[src/rtl/ex_stage_pkg.sv]
// Shared types for the execute stage: decode->execute and execute->memory bundles,
// ALU opcodes, branch and M-extension func3 encodings, and the mul/div FSM states.
package pipeline_types;

    localparam int XLEN_DEF = 32;

    typedef enum logic [3:0] {
        ALU_ADD, ALU_SUB, ALU_SLL, ALU_SLT, ALU_SLTU, ALU_XOR,
        ALU_SRL, ALU_SRA, ALU_OR, ALU_AND, ALU_PASSB, ALU_ADDPC
    } alu_op_e;

    typedef enum logic [1:0] {MD_IDLE, MD_MUL, MD_DIV, MD_DONE} md_state_e;

    localparam logic [2:0] MD_MUL_F3 = 3'd0, MD_MULH = 3'd1, MD_MULHSU = 3'd2, MD_MULHU = 3'd3;
    localparam logic [2:0] MD_DIV_F3 = 3'd4, MD_DIVU = 3'd5, MD_REM = 3'd6, MD_REMU = 3'd7;

    localparam logic [2:0] BR_BEQ = 3'd0, BR_BNE = 3'd1, BR_BLT = 3'd4;
    localparam logic [2:0] BR_BGE = 3'd5, BR_BLTU = 3'd6, BR_BGEU = 3'd7;

    typedef struct packed {
        logic       valid;
        alu_op_e    alu_op;
        logic       alu_src_imm;
        logic       is_branch;
        logic       is_jal;
        logic       is_jalr;
        logic       is_md;
        logic [2:0] func3;
        logic       mem_en;
        logic       wb_en;
    } ex_ctrl_t;

    typedef struct packed { logic [XLEN_DEF-1:0] value; } src_t;
    typedef struct packed { logic [4:0] addr; } dst_t;

    typedef struct packed {
        ex_ctrl_t            ctrl;
        logic [XLEN_DEF-1:0] pc;
        logic [XLEN_DEF-1:0] imm;
        src_t                rs1;
        src_t                rs2;
        dst_t                rd;
    } id_ex_t;

    typedef struct packed {
        logic       valid;
        logic       mem_en;
        logic       wb_en;
        logic [2:0] func3;
    } me_ctrl_t;

    typedef struct packed {
        logic [4:0]          addr;
        logic [XLEN_DEF-1:0] value;
    } rd_t;

    typedef struct packed {
        me_ctrl_t ctrl;
        rd_t      rd;
        src_t     rs;
    } ex_mem_t;

endpackage

[src/rtl/ex_stage_muldiv_unit.sv]
// Multi-cycle M-extension unit: one registered multiply cycle, or a 32-step
// restoring divide on magnitudes with the signs applied on the last step.
module muldiv_unit
    import pipeline_types::*;
#(
    parameter int XLEN = XLEN_DEF
) (
    input  logic            iClk,
    input  logic            nRst,
    input  logic            start,
    input  logic            flush,
    input  logic            hold,
    input  logic [2:0]      op,
    input  logic [XLEN-1:0] a,
    input  logic [XLEN-1:0] b,
    output logic            busy,
    output logic            done,
    output logic [XLEN-1:0] result
);

    localparam int CW = $clog2(XLEN);
    localparam logic [CW-1:0] LAST = CW'(XLEN - 1);
    localparam logic [XLEN-1:0] MINV = {1'b1, {(XLEN-1){1'b0}}};

    md_state_e state, stateNext;
    logic [2:0]      opReg;
    logic [XLEN-1:0] aReg, bReg, rReg;
    logic            negQ, negR;
    logic [CW-1:0]   cnt;

    logic divSigned, divByZero, divOvf, divSpecial;
    logic [2*XLEN-1:0] prodU;
    logic [XLEN-1:0]   prodHi;
    logic              aNegM, bNegM;
    logic [XLEN:0]     remShift;
    logic              remGe;
    logic [XLEN-1:0]   remNext, quoNext;

    assign divSigned  = ~op[0];
    assign divByZero  = (b == '0);
    assign divOvf     = divSigned & (a == MINV) & (b == '1);
    assign divSpecial = divByZero | divOvf;

    // Unsigned product, then subtract the cross terms of whichever operands are signed
    assign prodU  = {{XLEN{1'b0}}, aReg} * {{XLEN{1'b0}}, bReg};
    assign aNegM  = aReg[XLEN-1] & ((opReg == MD_MULH) | (opReg == MD_MULHSU));
    assign bNegM  = bReg[XLEN-1] & (opReg == MD_MULH);
    assign prodHi = prodU[2*XLEN-1:XLEN] - (aNegM ? bReg : '0) - (bNegM ? aReg : '0);

    assign remShift = {rReg, aReg[XLEN-1]};
    assign remGe    = remShift >= {1'b0, bReg};
    assign remNext  = remGe ? XLEN'(remShift - {1'b0, bReg}) : remShift[XLEN-1:0];
    assign quoNext  = {aReg[XLEN-2:0], remGe};

    assign done = (state == MD_DONE);

    always_ff @(posedge iClk or negedge nRst) begin
        if (!nRst) state <= MD_IDLE;
        else       state <= stateNext;
    end

    always_comb begin
        stateNext = state;
        busy      = 1'b0;
        unique case (state)
            MD_IDLE: begin
                busy = start;
                if (start) begin
                    if (!op[2])          stateNext = MD_MUL;
                    else if (divSpecial) stateNext = MD_DONE;
                    else                 stateNext = MD_DIV;
                end
            end
            MD_MUL: begin
                busy      = 1'b1;
                stateNext = MD_DONE;
            end
            MD_DIV: begin
                busy = 1'b1;
                if (cnt == LAST) stateNext = MD_DONE;
            end
            MD_DONE: begin
                if (!hold) stateNext = MD_IDLE;
            end
            default: stateNext = MD_IDLE;
        endcase
        if (flush) stateNext = MD_IDLE;
    end

    // aReg doubles as the dividend/quotient shift register during a divide
    always_ff @(posedge iClk or negedge nRst) begin
        if (!nRst) begin
            opReg  <= '0;
            aReg   <= '0;
            bReg   <= '0;
            rReg   <= '0;
            negQ   <= 1'b0;
            negR   <= 1'b0;
            cnt    <= '0;
            result <= '0;
        end else if (!flush) begin
            case (state)
                MD_IDLE: begin
                    if (start) begin
                        opReg <= op;
                        aReg  <= a;
                        bReg  <= b;
                        rReg  <= '0;
                        cnt   <= '0;
                        negQ  <= divSigned & (a[XLEN-1] ^ b[XLEN-1]);
                        negR  <= divSigned & a[XLEN-1];
                        if (op[2]) begin
                            if (divByZero) begin
                                result <= op[1] ? a : '1;
                            end else if (divOvf) begin
                                result <= op[1] ? '0 : MINV;
                            end else begin
                                aReg <= (divSigned & a[XLEN-1]) ? -a : a;
                                bReg <= (divSigned & b[XLEN-1]) ? -b : b;
                            end
                        end
                    end
                end
                MD_MUL: result <= (opReg == MD_MUL_F3) ? prodU[XLEN-1:0] : prodHi;
                MD_DIV: begin
                    aReg <= quoNext;
                    rReg <= remNext;
                    cnt  <= cnt + CW'(1);
                    if (cnt == LAST) begin
                        if (opReg[1]) result <= negR ? -remNext : remNext;
                        else          result <= negQ ? -quoNext : quoNext;
                    end
                end
                default: ;
            endcase
        end
    end

endmodule

[src/rtl/ex_stage.sv]
// Execute stage: ALU, address generation, branch resolution and the EX/MEM
// register; M-extension ops are handed to muldiv_unit and stall upstream.
module ex_stage
    import pipeline_types::*;
#(
    parameter int XLEN = XLEN_DEF
) (
    input  logic            iClk,
    input  logic            nRst,
    input  logic            iEn,
    input  logic            iStall,
    input  logic            iFlush,
    input  id_ex_t          iID,
    output ex_mem_t         oME,
    output logic            oStall,
    output logic            oBranch,
    output logic [XLEN-1:0] oTarget
);

    localparam int SW = $clog2(XLEN);

    logic [XLEN-1:0] opA, opB, aluRes, addrSum, pcRel, linkAddr, mdResult;
    logic [SW-1:0]   shamt;
    logic            brTrue, jump, redirect, mdStart, mdBusy, mdDone;
    ex_mem_t         meNext;

    assign opA      = (iID.ctrl.alu_op == ALU_ADDPC) ? iID.pc : iID.rs1.value;
    assign opB      = iID.ctrl.alu_src_imm ? iID.imm : iID.rs2.value;
    assign shamt    = opB[SW-1:0];
    assign addrSum  = iID.rs1.value + iID.imm;
    assign pcRel    = iID.pc + iID.imm;
    assign linkAddr = iID.pc + XLEN'(4);
    assign jump     = iID.ctrl.is_jal | iID.ctrl.is_jalr;
    assign mdStart  = iID.ctrl.valid & iID.ctrl.is_md & iEn;

    always_comb begin
        aluRes = '0;
        case (iID.ctrl.alu_op)
            ALU_ADD, ALU_ADDPC: aluRes = opA + opB;
            ALU_SUB:   aluRes = opA - opB;
            ALU_SLL:   aluRes = opA << shamt;
            ALU_SLT:   aluRes = {{(XLEN-1){1'b0}}, $signed(opA) < $signed(opB)};
            ALU_SLTU:  aluRes = {{(XLEN-1){1'b0}}, opA < opB};
            ALU_XOR:   aluRes = opA ^ opB;
            ALU_SRL:   aluRes = opA >> shamt;
            ALU_SRA:   aluRes = $signed(opA) >>> shamt;
            ALU_OR:    aluRes = opA | opB;
            ALU_AND:   aluRes = opA & opB;
            ALU_PASSB: aluRes = opB;
            default:   aluRes = '0;
        endcase
    end

    always_comb begin
        brTrue = 1'b0;
        case (iID.ctrl.func3)
            BR_BEQ:  brTrue = iID.rs1.value == iID.rs2.value;
            BR_BNE:  brTrue = iID.rs1.value != iID.rs2.value;
            BR_BLT:  brTrue = $signed(iID.rs1.value) <  $signed(iID.rs2.value);
            BR_BGE:  brTrue = $signed(iID.rs1.value) >= $signed(iID.rs2.value);
            BR_BLTU: brTrue = iID.rs1.value <  iID.rs2.value;
            BR_BGEU: brTrue = iID.rs1.value >= iID.rs2.value;
            default: brTrue = 1'b0;
        endcase
    end

    // Redirect only when this instruction actually advances out of the stage
    assign redirect = (jump | (iID.ctrl.is_branch & brTrue)) & iID.ctrl.valid & iEn
                      & ~iStall & ~mdBusy;
    assign oBranch  = nRst & redirect;
    assign oTarget  = !nRst ? '0
                    : iID.ctrl.is_jalr ? (addrSum & ~{{(XLEN-1){1'b0}}, 1'b1}) : pcRel;
    assign oStall   = nRst & mdBusy;

    muldiv_unit #(.XLEN(XLEN)) uMulDiv (
        .iClk   (iClk),
        .nRst   (nRst),
        .start  (mdStart),
        .flush  (iFlush),
        .hold   (iStall),
        .op     (iID.ctrl.func3),
        .a      (iID.rs1.value),
        .b      (iID.rs2.value),
        .busy   (mdBusy),
        .done   (mdDone),
        .result (mdResult)
    );

    always_comb begin
        meNext              = '0;
        meNext.ctrl.valid   = iID.ctrl.valid & iEn;
        meNext.ctrl.mem_en  = iID.ctrl.mem_en;
        meNext.ctrl.wb_en   = iID.ctrl.wb_en;
        meNext.ctrl.func3   = iID.ctrl.func3;
        meNext.rd.addr      = iID.rd.addr;
        meNext.rs.value     = iID.rs2.value;
        if (iID.ctrl.is_md)      meNext.rd.value = mdDone ? mdResult : '0;
        else if (jump)           meNext.rd.value = linkAddr;
        else if (iID.ctrl.mem_en) meNext.rd.value = addrSum;
        else                     meNext.rd.value = aluRes;
    end

    always_ff @(posedge iClk or negedge nRst) begin
        if (!nRst)                     oME <= '0;
        else if (iFlush)               oME <= '0;
        else if (!(iStall || mdBusy))  oME <= meNext;
    end

endmodule

[config.mk]
export PLATFORM = sky130hd
export DESIGN_NAME = ex_stage
export DESIGN_NICKNAME = d
export VERILOG_FILES = /design/src/rtl/ex_stage_pkg.sv /design/src/rtl/ex_stage_muldiv_unit.sv /design/src/rtl/ex_stage.sv
export SDC_FILE = /design/constraint.sdc
export NUM_CORES = 2
export LEC_CHECK = 0
export ABC_AREA = 0
export BUFFER_PORTS_ARGS = -buffer_cell sky130_fd_sc_hd__buf_4
export CELL_PAD_IN_SITES_DETAIL_PLACEMENT = 1
export CELL_PAD_IN_SITES_GLOBAL_PLACEMENT = 1
export CORE_ASPECT_RATIO = 0.8
export CORE_MARGIN = 4
export CORE_UTILIZATION = 35
export CTS_CLUSTER_SIZE = 30
export DETAILED_ROUTE_END_ITERATION = 7
export GPL_TIMING_DRIVEN = 0
export PLACE_DENSITY = 0.71
export SYNTH_ARGS = -nofsm -noshare
export SYNTH_HDL_FRONTEND = slang
export SYNTH_SLANG_ARGS = --single-unit
[constraint.sdc]
create_clock -name iClk -period 11.45 [get_ports iClk]
set_input_delay 2.29 -clock iClk [delete_from_list [all_inputs] [get_ports iClk]]
set_output_delay 2.29 -clock iClk [all_outputs]
set_load 0.01 [all_outputs]
==> metrics <==
final WL=about 400 mm; worst-case clock buffer depth=3; Worst setup EP type=flip-flop; highest routed metal layer=met5; antenna violations before repair=64; layout filler cell count=22,400; CTS H-tree depth=1; vias in the first global route=67,400; slew margin rel.=-7.68%; IO Count=262; Initial Util=35.2%; Slowest cell on crit path=buf_1; post-layout util=about two fifths; fin. max-slew vios=14; Post-synth EDFFs=0; num rows=142; root buf cell=clkbuf_16; final-stage net count=about 10,000; Sink Count=215; DR pass1 iterations=6; CTS clock-pin slew for the worst setup and hold paths=approximately 0.07 ns; post-layout min period=11.44 ns; Area Growth Syn to Fin=12.5%; crit path buf inv count=2; drt wl/cell=between 30 and 40 um; DR WL met2=152 mm; initial DRC count=9,499; worst endpoint required time=between 10 and 15 ns; ANT nets after route=0; Fin Hold WS=0.513 ns; CP top delay family=adder cells; DR WL met3=a little over 60 mm; Congestion Overflow GR=0; # setup viols final=0; most frequent cell after synthesis=nand2_1; Tightest Pin Transition=1.58 ns; Yosys reg bits=215; Ys Warns=0; sequential area share after synthesis=8.15%; routability-driven placement congestion ratio=1.05; Syn Area/Cell=8.21 sq um; routed vias/inst=a little over 6; CP arrival=11.96 ns; CP peak stage delay=0.88 ns; worst slack, placed=-2.48 ns; failing checks=capacitance limit, slew limit; met1 WL=~170 mm; Die Height=396 um; CP most frequent cell=fa_1; CTS tree=built; DRC violations left=0; Core Footprint=187,000 sq um; GRT Total Usage=just under 40%; largest net degree at the start of global routing=107; outcome=finished with violations; DP HPWL=333 mm; Cell variety after synth=126; Synth Flop Type=dfrtp_1; synth top area cells=fa_1 (28%), ha_1 (10%), dfrtp_1 (8.1%); via count=67,800; CP Class=reg -> reg; skew final=0.0375 ns; first-pass GRT wire length=545 mm; CP max FO=12; CP Launch Type=flip-flop; synthesized net count=9,661; Num CTS Buffers=29; layout cells sized above 1=11.8%; PnR worst setup slack=0.00832 ns; FFs w/ async S/R, synth=100%; synthesized cell area=around 66,000 sq um; max_cap viols=2; Worst-Skew Late Latency=0.65 ns; Hold Path Class=reg -> reg; top-area cell type share of the netlist area=28.3%; fmax=87.4 MHz; Synth area leader=fa_1; Die Area=196,000 sq um; final worst-path cycle share=99.9%; die width=494 um; port buffer count=252; Hold Violations, Final=0; Commonest cells post-synth=nand2_1 (1,111), inv_1 (1,059), fa_1 (932); Synth Instances=8,046
-- per-layer routing --
metal / vias up / track usage (%)
met4: 24 / 10.7
li1: 27300 / -
met5: - / 0
met1: 35400 / 57.8
met2: 4421 / 52.3
met3: 662 / 16.6
-- cell usage in the layout, fill, tap and decap left out, types with 35 or more instances in the layout --
cell type	count
mux2_2	35
buf_4	344
o21ai_0	351
a21oi_1	386
xnor2_1	194
buf_2	65
o22ai_1	43
nor3_1	92
clkbuf_1	223
a211oi_1	77
nor2_1	312
and3_1	39
or3_1	36
nand2_1	1109
and2_1	527
a22oi_1	53
o211ai_1	39
o21a_1	48
ha_1	506
o21bai_1	41
a31oi_1	77
nor2b_1	64
inv_1	1058
clkbuf_2	37
dfrtp_1	167
mux2i_1	151
a21o_1	129
o21ai_1	44
a221oi_1	44
nand3_1	94
nand4_1	52
xor2_1	112
clkbuf_4	52
nand2b_1	56
fa_1	903
-- tightest hold or removal path: cells and delay by family, from the launching register on --
family	cells	cell delay, ns
AO/OA/AOI/OAI	1	0.06
flip-flops	1	0.37
AND/OR/NAND/NOR	1	0.05
-- registers in the layout (all words and copies together), names as in the netlist, 2 cells and up --
| signal | flops |
|---|---|
| oME | 75 |
| uMulDiv.result | 32 |
| uMulDiv.cnt | 5 |
| uMulDiv.bReg | 32 |
| uMulDiv.state | 2 |
| uMulDiv.opReg | 3 |
| uMulDiv.aReg | 32 |
| uMulDiv.rReg | 32 |
-- layout make-up --
class	count	area (sq um)	share of cell area (%)
diodes	28	70.1	0.0943
multi-input cells	6235	55300	74.5
clock buffers	34	764	1.03
well taps	2520	3150	4.24
plain buffers	492	2790	3.75
flip-flops and latches	215	5510	7.42
inverters	1066	4010	5.39
clock inverters	19	208	0.280
repair buffers	317	2470	3.33
-- kinds of logic (layout without fill, tap and decap cells) --
kind of cell | Yosys count | after routing | share of synthesized area (%)
compound gates | 1692 | 1692 | 17.1
xor+xnor | 324 | 324 | 4.32
fa+ha+maj | 1462 | 1462 | 38.3
buf+inv | 1596 | 1928 | 9.40
flops | 215 | 215 | 8.15
mux | 233 | 233 | 4.31
other cells | 0 | 28 | 0
simple gates | 2524 | 2524 | 18.5
-- repair_timing --
action | CTS | global route
hold buffers | 0 | 0
buffers inserted | 12 | 43
setup endpoints to repair | 28 | 21
pin swaps | 10 | 33
gates resized for setup | 483 | 225
-- stage by stage --
stage,area (sq um),std cells,TNS [ns]
after floorplan,66000,8046,0
after global placement,71100,10800,-45.82
after detailed placement,71200,10800,-47.29
after CTS,73200,10900,0
after global routing,74200,10900,-0.344
final,74300,10900,0
-- path summary, 6_finish.rpt --
path	from	to	slack, ns	cells after the start
min in group asynchronous	nRst	oME[45]$_DFFE_PN0P_	1.60	1
max in group asynchronous	nRst	uMulDiv.bReg[26]$_DFFE_PN0P_	8.47	3
min	uMulDiv.result[8]$_DFFE_PN0P_	uMulDiv.result[8]$_DFFE_PN0P_	0.51	2
max reg2reg	uMulDiv.aReg[27]$_DFFE_PN0P_	uMulDiv.result[19]$_DFFE_PN0P_	0.008	33
max	uMulDiv.aReg[27]$_DFFE_PN0P_	uMulDiv.result[19]$_DFFE_PN0P_	0.008	33
min reg2reg	uMulDiv.result[8]$_DFFE_PN0P_	uMulDiv.result[8]$_DFFE_PN0P_	0.51	2
Power is left out: the tool's default activity adds up to more than one toggle a clock period on the data nets, which glitch-free logic cannot reach.
